--- config.mk ---
export PLATFORM = sky130hd
export DESIGN_NAME = segre_lsu
export DESIGN_NICKNAME = d
export VERILOG_FILES = /design/src/rtl/segre_pkg.sv /design/src/rtl/segre_lsu_rdata_ext.sv /design/src/rtl/segre_lsu.sv
export SDC_FILE = /design/constraint.sdc
export NUM_CORES = 1
export LEC_CHECK = 0
export CAP_MARGIN = 10
export CORE_UTILIZATION = 50
export DETAILED_ROUTE_END_ITERATION = 7
export GPL_ROUTABILITY_DRIVEN = 0
export GPL_TIMING_DRIVEN = 0
export MAX_ROUTING_LAYER = met4
export PLACE_DENSITY = 0.92
export SLEW_MARGIN = 20
export SYNTH_ARGS = -nofsm -noshare
export SYNTH_HDL_FRONTEND = slang
export SYNTH_SLANG_ARGS = --single-unit
--- constraint.sdc ---
create_clock -name clk_i -period 7.45 [get_ports clk_i]
set_clock_uncertainty 0.2 [all_clocks]
set_input_delay 1.8625 -clock clk_i [delete_from_list [all_inputs] [get_ports clk_i]]
set_output_delay 1.8625 -clock clk_i [all_outputs]
set_load 0.05 [all_outputs]
--- src/rtl/segre_pkg.sv ---
// Shared Segre core types: memory-op data sizes and the load/store unit FSM states.
package segre_pkg;

    typedef enum logic [1:0] {
        BYTE = 2'b00,
        HALF = 2'b01,
        WORD = 2'b10
    } memop_data_type_e;

    typedef enum logic [2:0] {
        LSU_IDLE,
        LSU_REQ0,
        LSU_WAIT0,
        LSU_REQ1,
        LSU_WAIT1,
        LSU_RESP
    } lsu_state_e;

    function automatic logic [2:0] memop_size_bytes(input memop_data_type_e t);
        case (t)
            BYTE:    return 3'd1;
            HALF:    return 3'd2;
            WORD:    return 3'd4;
            default: return 3'd1;
        endcase
    endfunction

endpackage

--- src/rtl/segre_lsu_rdata_ext.sv ---
// Load data path: merges the two bus beats, shifts the addressed bytes down to lane 0
// and sign- or zero-extends them to 32 bits.
module segre_lsu_rdata_ext
    import segre_pkg::*;
#(
    parameter int unsigned DATA_W = 32
) (
    input  logic [DATA_W-1:0]          beat0_i,
    input  logic [DATA_W-1:0]          beat1_i,
    input  logic [$clog2(DATA_W/8)-1:0] off_i,
    input  memop_data_type_e           type_i,
    input  logic                       unsigned_i,
    output logic [31:0]                rdata_o
);

    logic [31:0] raw;

    // Second beat sits above the first, so a crossing access is one contiguous shift.
    assign raw = 32'({beat1_i, beat0_i} >> {off_i, 3'b000});

    always_comb begin
        rdata_o = raw;
        case (type_i)
            BYTE:    rdata_o = unsigned_i ? {24'h0, raw[7:0]} : {{24{raw[7]}}, raw[7:0]};
            HALF:    rdata_o = unsigned_i ? {16'h0, raw[15:0]} : {{16{raw[15]}}, raw[15:0]};
            default: rdata_o = raw;
        endcase
    end

endmodule

--- src/rtl/segre_lsu.sv ---
// Segre load/store unit: one BYTE/HALF/WORD access at a time onto a DATA_W-wide bus.
// Define SEGRE_LSU_MISALIGNED_EN to split bus-crossing accesses; otherwise they are rejected.
module segre_lsu
    import segre_pkg::*;
#(
    parameter int unsigned DATA_W    = 32,
    parameter int unsigned ADDR_SIZE = 32
) (
    input  logic                   clk_i,
    input  logic                   rst_i,
    input  logic                   req_valid_i,
    output logic                   req_ready_o,
    input  logic                   req_store_i,
    input  logic [1:0]             req_type_i,
    input  logic                   req_unsigned_i,
    input  logic [ADDR_SIZE-1:0]   req_addr_i,
    input  logic [31:0]            req_wdata_i,
    output logic                   rsp_valid_o,
    output logic [31:0]            rsp_rdata_o,
    output logic                   rsp_err_o,
    output logic                   mem_req_o,
    output logic                   mem_we_o,
    output logic [ADDR_SIZE-1:0]   mem_addr_o,
    output logic [DATA_W/8-1:0]    mem_be_o,
    output logic [DATA_W-1:0]      mem_wdata_o,
    input  logic                   mem_gnt_i,
    input  logic                   mem_rvalid_i,
    input  logic [DATA_W-1:0]      mem_rdata_i
);

    localparam int unsigned B  = DATA_W / 8;
    localparam int unsigned OW = $clog2(B);

    lsu_state_e           state_q, state_d;
    logic                 store_q, unsigned_q, cross_q;
    memop_data_type_e     type_q;
    logic [ADDR_SIZE-1:0] addr_q;
    logic [31:0]          wdata_q;
    logic [DATA_W-1:0]    beat0_q, beat1_q;

    memop_data_type_e     req_type;
    logic [OW-1:0]        off_q;
    logic                 req_cross, handshake, hi_beat, in_resp;
    logic [2*B-1:0]       be_mask, be_full;
    logic [2*DATA_W-1:0]  wdata_full;
    logic [31:0]          ext_rdata;

    assign req_type    = memop_data_type_e'(req_type_i);
    assign req_cross   = ({{(32-OW){1'b0}}, req_addr_i[OW-1:0]} + 32'(memop_size_bytes(req_type)))
                         > 32'(B);
    assign req_ready_o = !rst_i && (state_q == LSU_IDLE);
    assign handshake   = req_valid_i && req_ready_o;
    assign off_q       = addr_q[OW-1:0];

    always_comb begin
        state_d = state_q;
        case (state_q)
            LSU_IDLE: begin
                if (handshake) begin
`ifdef SEGRE_LSU_MISALIGNED_EN
                    state_d = LSU_REQ0;
`else
                    state_d = req_cross ? LSU_RESP : LSU_REQ0;
`endif
                end
            end
            LSU_REQ0:  if (mem_gnt_i) state_d = LSU_WAIT0;
            LSU_WAIT0: begin
                if (mem_rvalid_i) begin
`ifdef SEGRE_LSU_MISALIGNED_EN
                    state_d = cross_q ? LSU_REQ1 : LSU_RESP;
`else
                    state_d = LSU_RESP;
`endif
                end
            end
`ifdef SEGRE_LSU_MISALIGNED_EN
            LSU_REQ1:  if (mem_gnt_i) state_d = LSU_WAIT1;
            LSU_WAIT1: if (mem_rvalid_i) state_d = LSU_RESP;
`endif
            LSU_RESP:  state_d = LSU_IDLE;
            default:   state_d = LSU_IDLE;
        endcase
    end

    always_ff @(posedge clk_i) begin
        if (rst_i) begin
            state_q    <= LSU_IDLE;
            store_q    <= 1'b0;
            unsigned_q <= 1'b0;
            cross_q    <= 1'b0;
            type_q     <= BYTE;
            addr_q     <= '0;
            wdata_q    <= '0;
            beat0_q    <= '0;
            beat1_q    <= '0;
        end else begin
            state_q <= state_d;
            if (handshake) begin
                store_q    <= req_store_i;
                unsigned_q <= req_unsigned_i;
                cross_q    <= req_cross;
                type_q     <= req_type;
                addr_q     <= req_addr_i;
                wdata_q    <= req_wdata_i;
                beat0_q    <= '0;
                beat1_q    <= '0;
            end
            if (state_q == LSU_WAIT0 && mem_rvalid_i) beat0_q <= mem_rdata_i;
`ifdef SEGRE_LSU_MISALIGNED_EN
            if (state_q == LSU_WAIT1 && mem_rvalid_i) beat1_q <= mem_rdata_i;
`endif
        end
    end

    // Enables and data are built over two bus words; the upper half feeds the second beat.
    always_comb begin
        be_mask = '0;
        case (type_q)
            BYTE:    be_mask[0]   = 1'b1;
            HALF:    be_mask[1:0] = 2'b11;
            WORD:    be_mask[3:0] = 4'b1111;
            default: be_mask      = '0;
        endcase
    end

    assign be_full    = be_mask << off_q;
    assign wdata_full = {{(2*DATA_W-32){1'b0}}, wdata_q} << {off_q, 3'b000};
    assign hi_beat    = (state_q == LSU_REQ1);

    assign mem_req_o   = !rst_i && (state_q == LSU_REQ0 || hi_beat);
    assign mem_we_o    = mem_req_o && store_q;
    assign mem_addr_o  = mem_req_o ? ({addr_q[ADDR_SIZE-1:OW], {OW{1'b0}}}
                                      + (hi_beat ? ADDR_SIZE'(B) : '0)) : '0;
    assign mem_be_o    = mem_req_o ? (hi_beat ? be_full[2*B-1:B] : be_full[B-1:0]) : '0;
    assign mem_wdata_o = mem_req_o ? (hi_beat ? wdata_full[2*DATA_W-1:DATA_W]
                                              : wdata_full[DATA_W-1:0]) : '0;

    segre_lsu_rdata_ext #(
        .DATA_W (DATA_W)
    ) u_rdata_ext (
        .beat0_i    (beat0_q),
        .beat1_i    (beat1_q),
        .off_i      (off_q),
        .type_i     (type_q),
        .unsigned_i (unsigned_q),
        .rdata_o    (ext_rdata)
    );

    assign in_resp     = !rst_i && (state_q == LSU_RESP);
    assign rsp_valid_o = in_resp;
`ifdef SEGRE_LSU_MISALIGNED_EN
    assign rsp_err_o   = 1'b0;
    assign rsp_rdata_o = (in_resp && !store_q) ? ext_rdata : '0;
`else
    assign rsp_err_o   = in_resp && cross_q;
    assign rsp_rdata_o = (in_resp && !store_q && !cross_q) ? ext_rdata : '0;
`endif

endmodule

### Word-level counts from Yosys, hierarchy flattened

Index checks and enable logic that the tools add are counted.

| operators by class | value |
|---|---|
| $add $sub $neg | 2 |
| order comparisons | 1 |
| equal/unequal tests | 11 |
| shifts and indexed selects | 3 |
| mux-type cells | 21 |
| reductions and logical operators | 19 |

Operators with widths:

| cell | number |
|---|---|
| $mux 32 | 8 |
| $pmux 32 s2 | 1 |
| $shl 32x5->64 | 1 |
| $add 32x3->32 | 1 |
| $shr 32x5->32 | 1 |
| $mux 3 | 5 |
| $logic_and 1x1->1 | 9 |
| $pmux 3 s3 | 1 |
| $mux 4 | 2 |
| $shl 4x2->8 | 1 |
| $eq 3x2->1 const B | 2 |
| $ne 2x2->1 const B | 3 |
| $pmux 3 s2 | 1 |
| $add 2x3->4 | 1 |
| $eq 2x1->1 const B | 2 |
| $eq 2x2->1 const B | 2 |
| $gt 4x3->1 const B | 1 |
| $eq 3x1->1 const B | 1 |
| $eq 3x3->1 const B | 1 |
| $logic_not 1->1 | 3 |
| $logic_not 3->1 | 1 |
| $reduce_and 3->1 | 1 |
| $reduce_or 3->1 | 1 |
| $logic_not 2->1 | 1 |
| 5 further kinds | 6 |

| word-level totals | value |
|---|---|
| bits in registers | 104 |
| input bits | 105 |
| word-level logic and storage cells | 65 |

### Logic depth before layout (Yosys ltp)

Gate-level depths: netlist of the first run.

| depth | value |
|---|---|
| word-level depth | 7 |
| gate-level depth with buffers | 10 |
| depth with buffers taken out | 8 |

### Cells and area by module

Synthesis of the first run repeated with hierarchy kept, for this count alone.

| second synthesis, totals | value |
|---|---|
| cells, all modules | 918 |
| area total of the unflattened synthesis | 7009.2 µm² |

By module, submodules not included:

| module | instances | cells an instance | area an instance (µm²) | seq. area each (µm²) |
|---|---|---|---|---|
| segre_lsu | 1 | 817 | 5899.4 | 2082.0 |
| segre_lsu_rdata_ext | 1 | 101 | 1109.8 | 0.0 |

### Least setup slack after synthesis of the first run

No wires, ideal clock.

| timing | value |
|---|---|
| kind | input port to output port |
| start | in rst_i |
| end | out rsp_rdata_o[5] |
| arrival time | 4.088 ns |
| required time | 5.387 ns |
| slack | 1.300 ns |
| stages | 5 |
| buffers on the path | 2 |
| path through | clkbuf_1 -> and4bb_2 -> nand2_2 -> clkbuf_1 -> a211oi_1 |

| between the ends | value |
|---|---|
| longest elaborated chain between the ends | 5 |

RTL lines:

| what | RTL line | RTL |
|---|---|---|
| from (decl) | segre_lsu.sv:10 | `input logic rst_i,` |
| $logic_not 1->1 | segre_lsu.sv:150 | `assign in_resp = !rst_i && (state_q == LSU_RESP);` |
| $logic_and 1x1->1 | segre_lsu.sv:150 |  |
| via rsp_valid_o | segre_lsu.sv:18 | `output logic rsp_valid_o,` |
| $logic_and 1x1->1 (2 in series) | segre_lsu.sv:157 | `assign rsp_rdata_o = (in_resp && !store_q && !cross_q) ? ext_rdata : '0;` |
| $mux 32 | segre_lsu.sv:157 |  |
| to (decl) | segre_lsu.sv:19 | `output logic [31:0] rsp_rdata_o,` |

The timed path passes the listed nets, and every way through them passes these cells.

### Worst setup path after layout of the first run

| timing | value |
|---|---|
| start | in rst_i |
| end | out mem_be_o[3] |

| between the ends | value |
|---|---|
| longest elaborated chain between the ends | 3 |

RTL lines:

| what | RTL line | RTL |
|---|---|---|
| $logic_not 1->1 | segre_lsu.sv:131 | `assign mem_req_o = !rst_i && (state_q == LSU_REQ0 \|\| hi_beat);` |
| $logic_and 1x1->1 | segre_lsu.sv:131 |  |
| $mux 4 | segre_lsu.sv:135 | `assign mem_be_o = mem_req_o ? (hi_beat ? be_full[2*B-1:B] : be_full[B-1:0]) : '0;` |
| to (decl) | segre_lsu.sv:24 | `output logic [DATA_W/8-1:0] mem_be_o,` |

Every way passes these cells.

==> reports/metrics.yaml, run 1 <==
r2r_start: "state_q[2]$_SDFFE_PP0P_"
yosysTopAreaCellShare: 0.3161
crit_family: "buffers and inverters"
critPathKind: "in2out"
drt_iter0_markers: 915
arrival_ps: 4400
postCtsSetupBuffers: 0
drv_cap: 0
path_clk_slew_ps: 70
worstMarginPinSlew_ps: 694.4
cts-resized-gates: 0
cpMaxStageDelayCell: "clkdlybuf4s50_1"
vias: 7885
fmaxAchievable_ghz: 0.1548
synthDistinctLibCells: 61
pin_count: 210
max_stage_delay_ps: 900
syn_area_um2: 6586
netSwitchingFraction: 0.2832
final_common_cell: "clkdlybuf4s50_1"
synth_seq_cells: 104
overflow: 0
layout_common_cells: "206 x clkdlybuf4s50_1, 200 x nand2_1, 145 x a21oi_1"
power_density_nw_per_um2: 150.7
port-buffer-count: 206
ant_nets: 0
htreeDepth: 3
rows: 41
antenna_found_initial: 0
r2r_end: "addr_q[27]$_SDFFE_PP0P_"
die_area_um2: 13640
synth_edf_count: 0
drc_errors: 0
path_common_cell: "clkbuf_1"
synthTopCellsByArea: "dfxtp_1 32%, nand2_1 11%, a21oi_1 11%"
path_cells: "clkbuf_1 -> or3b_2 -> buf_6 -> clkbuf_1 -> a211oi_1 -> clkdlybuf4s50_1"
chipHeight_um: 116.8
drive_above_1_share: 0.06510
hold_viol: 0
post-route-min-period_ps: 6461
endpoint_kind: "primary output"
synth_flop_cell: "dfxtp_1"
finalSetupViolations: 0
drt_wl_total_um: 24630
timing.final.crit_share: 0.8673
power.total_w: 0.001385
clockPowerShare: 0.386
p_comb_frac: 0.176
path_max_fanout: 10
numCtsBuffers: 9
fin_tns_setup_ps: 0
avgSynthCellArea_um2: 7.459
cts_tree: "built"
dpl.hpwl_um: 17700
grt_pass1_wl_um: 37630
drt-pass1-iter-count: 5
synth_warnings: 0
r2r_cells: 6
synth_top_area_cell: "dfxtp_1"
internal_power_w: 0.0009930
grt_max_degree: 17
fillerInstances: 1013
root_buffer: "clkbuf_16"
whs_endpoint: "beat0_q[0]$_SDFFE_PP0P_"
slew_viol_final: 0
hold_path.class: "reg2reg"
grt_setup_unrepaired: "no"
area_delta_synth_final_pct: 39.53
post_drt_wl_per_cell_um: 19.27
cp-start-kind: "primary input"
grt_pass1_vias: 7388
core-area_um2: 12720
cp_num_buf_inv: 4
die_w_um: 116.8
synthCells: 883
grt_usage: 0.3727
fin_nets: 1217
cts_buffer_depth: 2
irDropWorstVdd_mv: 0.1309
min_from: "beat0_q[0]$_SDFFE_PP0P_"
rrSetupSlack_ps: 5030
clk_latency_ps: 360
ys_async_sr_fraction: 0
vias_per_cell: 6.170
p_leak_nw: 2.952
switchingPower_w: 0.0003924
min_path_cells: 2
antenna_cells: 0
cts_sinks: 104
p_seq_frac: 0.439
status: "finished clean"
ys_seq_area_frac: 0.3161
initial_core_util: 0.5177
cts_hold_buf: 0
crit_required_ps: 5390
relSlewSlack: 0.5371
==> tightest hold or removal path: stages, from the launching register on <==
cell and delay [ps]:
dfxtp_1 310, nand3_1 60, a21oi_1 60
==> cell families (layout without fill, tap and decap cells) <==
logic type / after synthesis / count (layout) / synth area share
DFF: 104 / 104 / 0.3161
adders and majority gates: 11 / 11 / 0.02204
AOI/OAI and AO/OA: 242 / 242 / 0.2230
and+or+nand+nor: 369 / 369 / 0.2654
other: 1 / 2 / 0.0005694
muxes: 52 / 52 / 0.09575
buffers and inverters: 94 / 316 / 0.06383
xor gates and xnor gates: 10 / 10 / 0.01330
==> power groups by stage <==
| stage | clock [W] | combinational (W) | sequential, W |
|---|---|---|---|
| detailed placement | 0 | 0.000235 | 0.000618 |
| finish | 0.000534 | 0.000243 | 0.000608 |
| floorplan | 0 | 0.000136 | 0.000608 |
| global placement | 0 | 0.000230 | 0.000616 |
| CTS | 0.000530 | 0.000239 | 0.000605 |
| global route | 0.000556 | 0.000260 | 0.000609 |
==> cells in the mapped netlist, drive strengths merged, types with 3 or more instances <==
library cell,number
buf,33
o31ai,8
nor3,13
nand2,201
or4,8
xor2,8
nand3,55
or3,6
ha,10
a31oi,3
inv,11
and3,10
dfxtp,104
o22a,8
clkbuf,49
mux4,8
o21ai,8
o22ai,8
o2bb2ai,16
mux2i,36
a22oi,9
a21oi,145
nand2b,5
a21o,8
nor2,27
nor2b,9
a211oi,16
a221oi,10
nand4,8
and4,5
and2,9
mux2,8
==> metrics by stage <==
step	cell area, um2	worst slack, ps	util	instances	hold WS, ps
after floorplan	6590	1300	-	884	239.3
after global placement	8867	1090	0.6970	1262	251.0
after detailed placement	8867	1068	0.6970	1262	255.4
after CTS	9190	1068	0.7224	1278	265.1
after global routing	9190	915.6	0.7224	1278	289.7
final	9190	988.6	0.7224	1278	263.4
==> worst max-delay path by stage <==
stage                     start              end  slack (ps)  depth (start not counted)
final                     rst_i      mem_be_o[3]         990                          6
after global routing      rst_i      mem_be_o[3]         920                          6
after CTS                 rst_i      mem_be_o[3]        1070                          6
after detailed placement  rst_i      mem_be_o[3]        1070                          6
after global placement    rst_i  rsp_rdata_o[31]        1090                          6
after floorplan           rst_i   rsp_rdata_o[5]        1300                          5
==> area by class of cell <==
class	instances	area [um2]	share of cell area
Timing Repair Buffer	206	2062	0.2244
Buffer	82	375.4	0.04084
Clock inverter	4	76.32	0.008305
Tap cell	172	215.2	0.02342
Inverter	12	45.04	0.004901
Clock buffer	12	246.5	0.02682
Sequential cell	104	2082	0.2265
Multi-Input combinational cell	686	4088	0.4448
==> flip-flops by register name, summed over array words and instances, names as in the netlist <==
register	count
addr_q	32
beat0_q	32
wdata_q	32
state_q	3
type_q	2
cross_q	1
store_q	1
unsigned_q	1
==> routing by layer <==
layer	GRT usage	part of all wire
met1	0.4470	0.38
met2	0.5807	0.45
met3	0.08342	0.13
met4	0.2068	0.049
met5	-	0
Power figures use the tool's default switching activity.
==> run 2: changes to the inputs <==
CORE_UTILIZATION = 43   (was 50)
HOLD_SLACK_MARGIN = 0.08   (was not set)
PLACE_DENSITY = 0.85   (was 0.92)
clock period = 5.2 ns   (was 7.45 ns; I/O delays follow)
==> run 2 against run 1 <==
  * Register-to-register slack got worse by 2300 ps
  * Final area rose by 0.34%
  * First-iteration DRC count fell by 26%
  * Critical path depth did not move
  * Critical endpoint is now mem_wdata_o[17]
==> reports/metrics.yaml, run 2 (synthesized netlist as in run 1, its figures left out) <==
status: "finished clean"
grt_pass1_vias: 7185  # -2.7%
die_w_um: 125.8  # +7.7%
dp_worst_setup_slack_ps: -57.90  # -1126 ps
grt_pass1_wl_um: 37050  # -1.5%
hold_viol: 0  # unchanged
hold_path.class: "reg2reg"
port-buffer-count: 206  # unchanged
p_leak_nw: 3.342  # +13%
irDropWorstVdd_mv: 0.1889  # +44%
drt-pass1-iter-count: 7  # +2
grt_max_degree: 19  # +2
drt_wl_total_um: 24160  # -1.9%
fin_nets: 1220  # +0.25%
root_buffer: "clkbuf_16"
fmaxAchievable_ghz: 0.1948
numCtsBuffers: 9  # unchanged
cp-start-kind: "primary input"
endpoint_kind: "primary output"
pin_count: 210  # unchanged
finalSetupViolations: 0  # unchanged
dp_cells: 1274  # +0.95%
slew_viol_final: 0  # unchanged
vias: 7680  # -2.6%
internal_power_w: 0.001362  # +37%
drt_iter0_markers: 675  # -26%
power_density_nw_per_um2: 209.6  # +39%
post_drt_wl_per_cell_um: 18.67  # -3.1%
overflow: 0  # unchanged
rows: 44  # +7.3%
antenna_found_initial: 1  # +1
layout_common_cells: "200 x nand2_1, 172 x clkdlybuf4s50_1, 145 x a21oi_1"
rrSetupSlack_ps: 2770  # -2260 ps
ant_nets: 0  # unchanged
cts_hold_buf: 0  # unchanged
layout_setup_ws_ps: 65.96  # -922.6 ps
stdcell_area_um2: 9221  # +0.34%
p_seq_frac: 0.449  # +0.010
clockPowerShare: 0.372  # -0.014
r2r_end: "wdata_q[13]$_SDFFE_PP0P_"
die_area_um2: 15820  # +16%
cts_tree: "built"
core-area_um2: 14750  # +16%
final_common_cell: "nand2_1"
grt_setup_unrepaired: "no"
final_cells: 1294  # +1.3%
netSwitchingFraction: 0.2952  # +0.01198
relSlewSlack: 0.5321  # -0.004961
path_max_fanout: 10  # unchanged
area_delta_synth_final_pct: 40.01
p_comb_frac: 0.179  # +0.003
chipHeight_um: 125.8  # +7.7%
clk_latency_ps: 360  # about the same
top_regs: "addr_q: 32 flops, beat0_q: 32 flops, wdata_q: 32 flops"
initial_core_util: 0.4464  # -0.07130
drive_above_1_share: 0.07484  # +0.009743
min_from: "beat0_q[1]$_SDFFE_PP0P_"
htreeDepth: 3  # unchanged
cts_buffer_depth: 2  # unchanged
drc_errors: 0  # unchanged
timing.final.crit_share: 0.9873
worstMarginPinSlew_ps: 700.0  # +5.612 ps
crit_required_ps: 3700  # -1690 ps
drv_cap: 0  # unchanged
timing.hold.ws_ps: 268.1  # +4.686 ps
r2r_start: "state_q[2]$_SDFFE_PP0P_"
switchingPower_w: 0.0005705  # +45%
grt_usage: 0.3069  # -0.06584
post-route-util: 0.6250  # -0.09736
critPathKind: "in2out"
whs_endpoint: "beat0_q[1]$_SDFFE_PP0P_"
vias_per_cell: 5.935  # -3.8%
place_area_um2: 8882  # +0.17%
post-route-min-period_ps: 5134
arrival_ps: 3630  # -770 ps
r2r_cells: 6  # unchanged
path_clk_slew_ps: 80  # about the same
cts_sinks: 104  # unchanged
min_path_cells: 2  # unchanged
dpl.hpwl_um: 17910  # +1.2%
[run 2: repair_timing]
item                                    CTS  global route
buffers inserted                          0             3
gates resized for setup                  17            28
hold endpoints to repair                  0             0
endpoints found under the setup margin   24            28
[run 2: final cells by class]
type / instances / area (um2)
Antenna cell: 1 / 2.502
Buffer: 82 / 375.4
Clock buffer: 9 / 225.2
Clock inverter: 7 / 80.08
Fill cell: 1301 / 5533
Inverter: 12 / 45.04
Multi-Input combinational cell: 686 / 4090
Sequential cell: 104 / 2082
Tap cell: 184 / 230.2
Timing Repair Buffer: 209 / 2091
[run 2: metal layers]
layer	wire length, um	GRT usage	vias to the layer above
met5	0	-	-
met4	836	0.1417	0
met3	2525	0.06245	78
met2	11020	0.4853	503
met1	9780	0.3764	3515
li1	-	-	3584
[run 2: how the worst max path moves through the flow]
stage          start               to  slack (ps)
6_report       rst_i  mem_wdata_o[17]          70
5_1_grt        rst_i  mem_wdata_o[18]           8
4_1_cts        rst_i  rsp_rdata_o[25]         0.5
3_5_place_dp   rst_i      mem_be_o[3]         -60
3_3_place_gp   rst_i      mem_be_o[3]         -60
2_1_floorplan  rst_i   rsp_rdata_o[5]         170
[run 2: power by group through the flow]
stage	Clock [W]	Sequential, W	Combinational, W
final	0.000719	0.000868	0.000346
after global placement	0	0.000883	0.000332
after global routing	0.000751	0.000872	0.000371
after floorplan	0	0.000871	0.000195
after detailed placement	0	0.000885	0.000339
after CTS	0.000713	0.000866	0.000341
[run 2: through the flow]
| stage | setup TNS [ps] | power [W] |
|---|---|---|
| after floorplan | 0 | 0.001066 |
| after global placement | -65.65 | 0.001215 |
| after detailed placement | -232.0 | 0.001223 |
| after CTS | 0 | 0.001920 |
| after global routing | 0 | 0.001994 |
| final | 0 | 0.001932 |
[run 2: critical path, cell delays in order]
cell and delay (ps):
clkbuf_1 180, or3b_2 500, buf_6 160, clkbuf_1 280
nor3_1 340, clkdlybuf4s50_1 860
